**config.mk**
```make
export PLATFORM = sky130hd
export DESIGN_NAME = load_store_unit_flat
export DESIGN_NICKNAME = d
export VERILOG_FILES = /design/src/rtl/load_store_unit_if.sv /design/src/rtl/load_store_unit.sv /design/src/flat_wrapper.sv
export SDC_FILE = /design/constraint.sdc
export NUM_CORES = 1
export LEC_CHECK = 0
export ABC_CLOCK_PERIOD_IN_PS = 3500
export CAP_MARGIN = 20
export CORE_MARGIN = 1
export CORE_UTILIZATION = 44
export CTS_BUF_LIST = sky130_fd_sc_hd__clkbuf_4 sky130_fd_sc_hd__clkbuf_8
export DETAILED_ROUTE_END_ITERATION = 12
export PLACE_DENSITY = 0.75
export REMOVE_ABC_BUFFERS = 1
export SLEW_MARGIN = 20
export SYNTH_ARGS = -nofsm -noshare
export SYNTH_HDL_FRONTEND = slang
export SYNTH_SLANG_ARGS = --single-unit
```
**constraint.sdc**
```tcl
create_clock -name clk -period 3.5 [get_ports clk]
set_input_delay 0.7 -clock clk [delete_from_list [all_inputs] [get_ports clk]]
set_output_delay 0.7 -clock clk [all_outputs]
set_load 0.05 [all_outputs]
```
**src/rtl/load_store_unit_if.sv**
```systemverilog
// Request/response channel from the pipeline plus the data-memory port of the load/store unit.
// Handshake: a request transfers on a rising edge where reqValid && reqReady; the requester
// holds all req* fields stable while reqValid=1 and reqReady=0. respValid is a one-cycle pulse
// with no back-pressure.
interface load_store_unit_if #(
  parameter int ADDR_SIZE = 32,
  parameter int WORD_LEN  = 32
);
  logic                 reqValid;
  logic                 reqReady;
  logic                 reqWrite;
  logic [2:0]           reqFunct3;
  logic [ADDR_SIZE-1:0] reqAddr;
  logic [WORD_LEN-1:0]  reqWData;
  logic                 respValid;
  logic [WORD_LEN-1:0]  respRData;
  logic                 memWriteEnable;
  logic [ADDR_SIZE-1:0] memAddr;
  logic [2:0]           memUnitSize;
  logic [WORD_LEN-1:0]  memWriteData;
  logic [WORD_LEN-1:0]  memReadData;

  modport master (
    output reqValid, reqWrite, reqFunct3, reqAddr, reqWData, memReadData,
    input  reqReady, respValid, respRData, memWriteEnable, memAddr, memUnitSize, memWriteData
  );

  modport slave (
    input  reqValid, reqWrite, reqFunct3, reqAddr, reqWData, memReadData,
    output reqReady, respValid, respRData, memWriteEnable, memAddr, memUnitSize, memWriteData
  );
endinterface

```
**src/rtl/load_store_unit.sv**
```systemverilog
// Load/store unit: one request at a time, misaligned accesses split into aligned memory cycles,
// loads always read whole words and are extracted/extended locally.
module load_store_unit #(
  parameter int ADDR_SIZE = 32,
  parameter int WORD_LEN  = 32
) (
  input  logic              clk,
  input  logic              rstn,
  load_store_unit_if.slave  bus,
  output logic [2:0]        fsm_state
);

  localparam logic [2:0] S_IDLE = 3'd0;
  localparam logic [2:0] S_LD0  = 3'd1;
  localparam logic [2:0] S_LD1  = 3'd2;
  localparam logic [2:0] S_ST   = 3'd3;
  localparam logic [2:0] S_RESP = 3'd4;

  localparam int DW_IDX = $clog2(2 * WORD_LEN);
  localparam int W_IDX  = $clog2(WORD_LEN);

  logic [2:0]           state;
  logic [ADDR_SIZE-1:0] addr_q;
  logic [WORD_LEN-1:0]  wdata_q;
  logic [2:0]           funct3_q;
  logic                 write_q;
  logic [WORD_LEN-1:0]  word0_q;
  logic [1:0]           byte_cnt;
  logic [WORD_LEN-1:0]  rdata_q;

  logic [1:0]           size_code;
  logic [2:0]           nbytes;
  logic [1:0]           offset;
  logic                 misaligned;
  logic                 crossing;
  logic                 last_byte;
  logic                 accept;
  logic [ADDR_SIZE-1:0] base_addr;
  logic [ADDR_SIZE-1:0] next_addr;
  logic [2*WORD_LEN-1:0] load_dword;
  logic [DW_IDX-1:0]    ld_shift;
  logic [WORD_LEN-1:0]  raw;
  logic [WORD_LEN-1:0]  load_result;
  logic                 sign_ext;
  logic [7:0]           st_byte;

  // Undefined size encoding (11) behaves as a word access.
  assign size_code  = (funct3_q[1:0] == 2'b11) ? 2'b10 : funct3_q[1:0];
  assign nbytes     = (size_code == 2'b00) ? 3'd1 : (size_code == 2'b01) ? 3'd2 : 3'd4;
  assign offset     = addr_q[1:0];
  assign misaligned = ((size_code == 2'b01) && addr_q[0]) ||
                      ((size_code == 2'b10) && (addr_q[1:0] != 2'b00));
  assign crossing   = (({1'b0, offset} + nbytes) > 3'd4);
  assign last_byte  = ({1'b0, byte_cnt} == (nbytes - 3'd1));
  assign base_addr  = {addr_q[ADDR_SIZE-1:2], 2'b00};
  assign next_addr  = base_addr + ADDR_SIZE'(4);
  assign sign_ext   = ~funct3_q[2];

  // In LD1 the second word sits above the captured first word, forming a little-endian window.
  assign load_dword = (state == S_LD1) ? {bus.memReadData, word0_q}
                                       : {{WORD_LEN{1'b0}}, bus.memReadData};
  assign ld_shift   = DW_IDX'({offset, 3'b000});
  assign raw        = load_dword[ld_shift +: WORD_LEN];

  always_comb begin
    load_result = raw;
    case (size_code)
      2'b00:   load_result = {{(WORD_LEN-8){sign_ext & raw[7]}}, raw[7:0]};
      2'b01:   load_result = {{(WORD_LEN-16){sign_ext & raw[15]}}, raw[15:0]};
      default: load_result = raw;
    endcase
  end

  assign st_byte = wdata_q[W_IDX'({byte_cnt, 3'b000}) +: 8];

  assign bus.reqReady  = (state == S_IDLE) || (state == S_RESP);
  assign bus.respValid = (state == S_RESP);
  assign bus.respRData = rdata_q;
  assign accept        = bus.reqValid && bus.reqReady;
  assign fsm_state     = state;

  always_comb begin
    bus.memWriteEnable = 1'b0;
    bus.memAddr        = '0;
    bus.memUnitSize    = 3'b010;
    bus.memWriteData   = '0;
    case (state)
      S_LD0: bus.memAddr = base_addr;
      S_LD1: bus.memAddr = next_addr;
      S_ST: begin
        bus.memWriteEnable = 1'b1;
        if (misaligned) begin
          bus.memAddr      = addr_q + ADDR_SIZE'(byte_cnt);
          bus.memUnitSize  = 3'b000;
          bus.memWriteData = {{(WORD_LEN-8){1'b0}}, st_byte};
        end else begin
          bus.memAddr      = addr_q;
          bus.memUnitSize  = {1'b0, size_code};
          bus.memWriteData = wdata_q;
        end
      end
      default: ;
    endcase
  end

  always_ff @(posedge clk or negedge rstn) begin
    if (!rstn) begin
      state    <= S_IDLE;
      addr_q   <= '0;
      wdata_q  <= '0;
      funct3_q <= 3'b010;
      write_q  <= 1'b0;
      word0_q  <= '0;
      byte_cnt <= 2'd0;
      rdata_q  <= '0;
    end else begin
      case (state)
        S_IDLE, S_RESP: begin
          if (accept) begin
            addr_q   <= bus.reqAddr;
            wdata_q  <= bus.reqWData;
            funct3_q <= bus.reqFunct3;
            write_q  <= bus.reqWrite;
            byte_cnt <= 2'd0;
            state    <= bus.reqWrite ? S_ST : S_LD0;
          end else begin
            state <= S_IDLE;
          end
        end
        S_LD0: begin
          word0_q <= bus.memReadData;
          if (crossing) begin
            state <= S_LD1;
          end else begin
            rdata_q <= load_result;
            state   <= S_RESP;
          end
        end
        S_LD1: begin
          rdata_q <= load_result;
          state   <= S_RESP;
        end
        S_ST: begin
          if (!misaligned || last_byte) begin
            rdata_q  <= '0;
            byte_cnt <= 2'd0;
            state    <= S_RESP;
          end else begin
            byte_cnt <= byte_cnt + 2'd1;
          end
        end
        default: state <= S_IDLE;
      endcase
    end
  end

  // write_q is kept for debug visibility of the in-flight request type.
  logic unused_write;
  assign unused_write = write_q;

endmodule

```
**src/flat_wrapper.sv**
```systemverilog
// flat-port wrapper written by rule: the top's interface ports become plain ports
module load_store_unit_flat 
#(
  parameter int ADDR_SIZE = 32,
  parameter int WORD_LEN  = 32
)
  (clk, rstn, fsm_state, bus_reqValid, bus_reqWrite, bus_reqFunct3, bus_reqAddr, bus_reqWData, bus_memReadData, bus_reqReady, bus_respValid, bus_respRData, bus_memWriteEnable, bus_memAddr, bus_memUnitSize, bus_memWriteData);
  load_store_unit_if #(.ADDR_SIZE(ADDR_SIZE), .WORD_LEN(WORD_LEN)) bus_i ();
  input  logic clk;
  input  logic rstn;
  output logic [2:0] fsm_state;
  input wire logic [$bits(bus_i.reqValid)-1:0] bus_reqValid;
  input wire logic [$bits(bus_i.reqWrite)-1:0] bus_reqWrite;
  input wire logic [$bits(bus_i.reqFunct3)-1:0] bus_reqFunct3;
  input wire logic [$bits(bus_i.reqAddr)-1:0] bus_reqAddr;
  input wire logic [$bits(bus_i.reqWData)-1:0] bus_reqWData;
  input wire logic [$bits(bus_i.memReadData)-1:0] bus_memReadData;
  output wire logic [$bits(bus_i.reqReady)-1:0] bus_reqReady;
  output wire logic [$bits(bus_i.respValid)-1:0] bus_respValid;
  output wire logic [$bits(bus_i.respRData)-1:0] bus_respRData;
  output wire logic [$bits(bus_i.memWriteEnable)-1:0] bus_memWriteEnable;
  output wire logic [$bits(bus_i.memAddr)-1:0] bus_memAddr;
  output wire logic [$bits(bus_i.memUnitSize)-1:0] bus_memUnitSize;
  output wire logic [$bits(bus_i.memWriteData)-1:0] bus_memWriteData;
  assign bus_i.reqValid = bus_reqValid;
  assign bus_i.reqWrite = bus_reqWrite;
  assign bus_i.reqFunct3 = bus_reqFunct3;
  assign bus_i.reqAddr = bus_reqAddr;
  assign bus_i.reqWData = bus_reqWData;
  assign bus_i.memReadData = bus_memReadData;
  assign bus_reqReady = bus_i.reqReady;
  assign bus_respValid = bus_i.respValid;
  assign bus_respRData = bus_i.respRData;
  assign bus_memWriteEnable = bus_i.memWriteEnable;
  assign bus_memAddr = bus_i.memAddr;
  assign bus_memUnitSize = bus_i.memUnitSize;
  assign bus_memWriteData = bus_i.memWriteData;
  load_store_unit #(.ADDR_SIZE(ADDR_SIZE), .WORD_LEN(WORD_LEN)) u_core (.clk(clk), .rstn(rstn), .bus(bus_i), .fsm_state(fsm_state));
endmodule
```
Word level (Yosys, flattened, before mapping). Cells that the tools add are included.

$lt $le $gt $ge: 1. Bitwise operators: 3. $add $sub $neg: 5. Mux-type cells: 23. Shifts and indexed selects: 2. Equal/unequal tests: 11. Reductions and logical operators: 16.

Operator list (number): 32-bit one-hot mux with 3 select lines (2); 32-bit two-way mux (5); 64-bit two-way mux (1); 32-bit one-hot mux with 2 select lines (1); 64-bit by 6-bit indexed part select with 32-bit output (1); 32-bit by 2-bit adder with 32-bit output (1); 32-bit by 3-bit adder with 32-bit output, second input constant (1); 32-bit by 6-bit indexed part select with 8-bit output (1); 3-bit two-way mux (6); 3-bit one-hot mux with 4 select lines (1); 2-bit two-way mux (5); 3-bit by 2-bit equality test with 1-bit output, second input constant (2); 2-bit equality test, second input constant (2); 2-bit by 1-bit != test with 1-bit output, second input constant (2); 2-bit one-hot mux with 2 select lines (1); 2-bit AND reduction (2); 2-bit nonzero test (2); 2-bit by 3-bit adder with 3-bit output (1); 2-bit by 3-bit equality test with 1-bit output (1); 3-bit by 1-bit equality test with 1-bit output, second input constant (1); 3-bit equality test, second input constant (1); 3-bit greater-than comparator, second input constant (1); 1-bit logical AND (3); 3-bit zero test (1); other kinds (13) (16).

Word-level logic and storage cells: 68. Input port bits: 103. Register bits after elaboration: 136.

Depth between registers and ports, before layout.
Depth after elaboration: 10. Gate-level depth with buffers: 11. Mapped depth without buffers: 8.

Least setup slack after synthesis. No wires, ideal clock.

Kind: register to output. Start: reg u_core.state[0] (netlist: u_core.fsm_state[0]). End: out bus_memAddr[11]. Arrival: 3.230 ns. Buffers on the path: 2. Data required time: 2.800 ns. Stages on the path, launching flop included: 8. Setup slack: -0.430 ns. Path through: dfrtp_1 > buf_2 > nand3b_2 > or3_1 > clkbuf_1 > o21ai_2 > a21oi_1 > a311oi_1.

Word-level cells in the longest chain between the ends: 2. Elaborated cells on any way between the ends: 4.

Ends and longest elaborated chain: from (decl) (RTL line load_store_unit.sv:22) `logic [2:0] state;`; from (signal assigned) (RTL line load_store_unit.sv:125) `state <= bus.reqWrite ? S_ST : S_LD0;`; 3-bit by 2-bit equality test with 1-bit output or 3-bit by 1-bit equality test with 1-bit output (tied branches) (RTL line load_store_unit.sv:87) `case (state)`; 32-bit one-hot mux with 3 select lines * (RTL line load_store_unit.sv:87); to (decl) (RTL line flat_wrapper.sv:22) `output wire logic [$bits(bus_i.memAddr)-1:0] bus_memAddr;`.

Every way passes the cells marked *; elsewhere a longest branch is shown, timed or not.

Worst setup path in the final report.
Start: reg u_core.addr_q[1]. End: out bus_memAddr[11].

Word-level cells in the longest chain between the ends: 5. Elaborated cells on any way between the ends: 6.

Ends and longest elaborated chain: from (decl) (RTL line load_store_unit.sv:23) `logic [ADDR_SIZE-1:0] addr_q;`; from (signal assigned) (RTL line load_store_unit.sv:120) `addr_q <= bus.reqAddr;`; branches (longest 3 deep; another with 32-bit by 2-bit adder with 32-bit output); 32-bit two-way mux * (RTL line load_store_unit.sv:92) `if (misaligned) begin`; 32-bit one-hot mux with 3 select lines * (RTL line load_store_unit.sv:87).

Every way passes the cells marked *.

==> run_results.csv <==
group,metric,value,unit
timing,tightestPinTransition,973,ps
clocking,holdBufCountCts,0,
timing,slew_headroom,0.351,
timing,rsz0062_at_grt,"true",
global_route,antenna_found_initial,0,
timing,hold_ws,289,ps
drt,num_vias,7840,
drt,via_per_inst,5.80,
cells_and_area,drive_gt1_frac,0.176,
placement,place_hpwl,17.5,mm
setup_path,critical_path.max_stage_delay,430,ps
drt,met1_length,10.4,mm
setup_path,r2r_slack,240,ps
timing,finalCriticalPeriod,3470,ps
clocking,clkTransAtPathRegs,80,ps
drt,drc,18,
drt,drt-pass1-iter-count,9,
synthesis,yosys_warnings,0,
cells_and_area,fillerInstances,1482,
setup_path,timing.rr.start,"u_core.funct3_q[1]",
setup_path,worst_setup_path_start_kind,"flip-flop",
power_and_ir_drop,p_leak,5.07,nW
setup_path,path_cells,"ha_1 -> a21oi_1 -> nor3_1 -> buf_4 -> o21ai_0 -> inv_1 -> a311oi_2 -> buf_12",
timing,fmax,0.289,GHz
drt,topRoutingLayerUsed,"met4",
placement,place_area,11000,sq um
setup_path,crit_type,"reg -> out",
cells_and_area,final_cell_area,11500,sq um
synthesis,netlist.top_cell.by_area,"dfrtp_1",
synthesis,synthCells,930,
drt,wire_per_inst,18.8,um
synthesis,ys_dominant_reg_cell,"dfrtp_1",
drt,wl_met3,2.30,mm
clocking,cts.sinks,136,
setup_path,path_buf_inv,3,
setup_path,cp_top_family,"compound AO/OA/AOI/OAI gates",
setup_path,cp.required,2800,ps
drt,met2WireLength,12.0,mm
global_route,grt_max_degree,101,
global_route,grt_pass1_vias,7754,
setup_path,path_depth,8,
synthesis,ys_seq_area_frac,0.417,
drt,drtIter0Drc,674,
synthesis,post_synth.cell_area_avg,8.77,sq um
setup_path,r2r-end,"u_core.bus.respRData[25]",
timing,setup_viol,0,
setup_path,critPathArrivalTime,2770,ps
clocking,cts_made_buffers,17,
synthesis,synth-seq-cells,136,
drt,ant_nets,0,
setup_path,reg2reg_depth,9,
global_route,grt.overflow.total,0,
timing,finClkSkew,11.7,ps
clocking,cts_tree,"done",
die,start_util,0.451,
power_and_ir_drop,fin_total_pwr,0.0106,W
synthesis,netlist_area,8160,sq um
clocking,root_buffer,"clkbuf_8",
synthesis,synth_edf_count,0,
global_route,grt_usage,0.273,
die,num_rows,49,
clocking,htreeDepth,4,
run,max_cap_viol_count,0,
clocking,ctsLongestPathBuffers,2,
die,die_area,19100,sq um
cells_and_area,final_nets,1218,
setup_path,end_kind,"output pin",
power_and_ir_drop,power_density,920,nW/um^2
clocking,insertion_delay,450,ps
worst_hold_path,hp-class,"in -> async",
power_and_ir_drop,ir_drop,0.000506,V
timing,setup_tns,0,ps
setup_path,startpoint,"u_core.addr_q[1]",
setup_path,slowest_stage,"dfrtp_2",
drt,drt-total-wl,25.4,mm
timing,hold_viol,0,
timing,drv_slew,0,
global_route,grt_pass1_wl,41.2,mm
cells_and_area,area_growth,41.3,%
cells_and_area,n_antenna_cell,0,
die,die_w,138,um
placement,io_buffers,206,
die,core-area,18100,sq um
die,pin_count,208,
placement,gp_congestion,0.881,
timing,period_share,0.990,
status,violations,"design-rule violations",
status,outcome,"complete, but fails checks",
synthesis,synth_top_area_share,0.414,
synthesis,async_flop_share,1.00,
synthesis,synth_cell_types,61,
setup_path,crit_fanout,6,
synthesis,ys_top_cells_by_area,"dfrtp_1 (41%), nand2_1 (12%), mux2i_1 (6.6%)",
die,die_y,138,um
how the worst max path moves through the flow:
stage,endpoint,slack [ps]
2_1_floorplan,bus_memAddr[11],-2370
3_3_place_gp,bus_memAddr[11],400
3_5_place_dp,u_core.bus.respRData[25],320
4_1_cts,bus_memAddr[4],20
5_1_grt,bus_memAddr[22],-110
6_report,bus_memAddr[11],30
state kept, by name (all words and copies together) (netlist names):
register / count
u_core.addr_q: 32
u_core.bus.respRData: 32
u_core.byte_cnt: 2
u_core.fsm_state: 3
u_core.funct3_q: 3
u_core.wdata_q: 32
u_core.word0_q: 32
cell type report:
| type | count | area, sq um | share of cell area |
|---|---|---|---|
| Clock buffer | 22 | 284 | 0.0246 |
| Clock inverter | 10 | 166 | 0.0144 |
| Timing Repair Buffer | 232 | 2890 | 0.251 |
| Inverter | 12 | 45.0 | 0.00391 |
| Sequential cell | 136 | 3410 | 0.296 |
| Tap cell | 229 | 287 | 0.0248 |
| Multi-Input combinational cell | 710 | 4450 | 0.386 |
Yosys cell counts, types with 9 or more instances:
library cell / n
a21oi_1: 40
a221o_1: 9
a31oi_1: 10
and2_1: 10
and3_1: 38
buf_1: 10
buf_2: 20
clkbuf_1: 39
dfrtp_1: 135
inv_1: 12
mux2_2: 38
mux2i_1: 54
mux4_2: 9
nand2_1: 254
nand3_1: 36
nand4_1: 9
nor2_1: 20
o211ai_1: 21
o21ai_0: 60
layout by cell type, fill, tap and decap left out, drive strengths merged, types with 4 or more instances in the layout:
cell and instances:
o211ai 24, a211oi 8, dfrtp 135, buf 94
mux2i 54, a41oi 5, o2111ai 8, o31ai 6
clkdlybuf4s50 138, nand3 36, or3 4, a311oi 4
a221o 9, nand4 9, inv 14, mux4 9
o22ai 5, and2 10, nor2 20, nand2 254
nor3 6, a21oi 40, and3 38, clkbuf 22
a31oi 10, mux2 38, nand2b 5, bufinv 4
o21ai 62, ha 4
power by group:
group / switching, W / leakage, nW / internal [W]
sequential: 0.000722 / 1.67 / 0.00233
combinational: 0.00363 / 3.17 / 0.00244
clock: 0.000643 / 0.224 / 0.000844
through the flow:
step | utilization | worst slack, ps | std cells
floorplan | - | -2370 | 858
global placement | 0.611 | 395 | 1319
detailed placement | 0.611 | 322 | 1319
CTS | 0.637 | 23.3 | 1351
global route | 0.638 | -113 | 1351
finish | 0.638 | 34.8 | 1351
layer usage:
metal  vias to the layer above  track usage
met5                         -            0
li1                       3673            -
met3                        51       0.0894
met4                         0        0.102
met1                      3797        0.342
met2                       319        0.439
logic make-up after synthesis:
family | Yosys count | share of synthesized area
compound gates | 198 | 0.159
xor+xnor | 5 | 0.00537
fa+ha+maj | 6 | 0.0110
buf+inv | 84 | 0.0431
flops | 136 | 0.417
mux | 101 | 0.144
other cells | 1 | 0.000460
simple gates | 399 | 0.221
repair_timing:
action                     CTS  global route
buffers inserted             0             0
resized for setup            4             4
setup endpoints to repair   11            21
(Power assumes the default switching activity.)
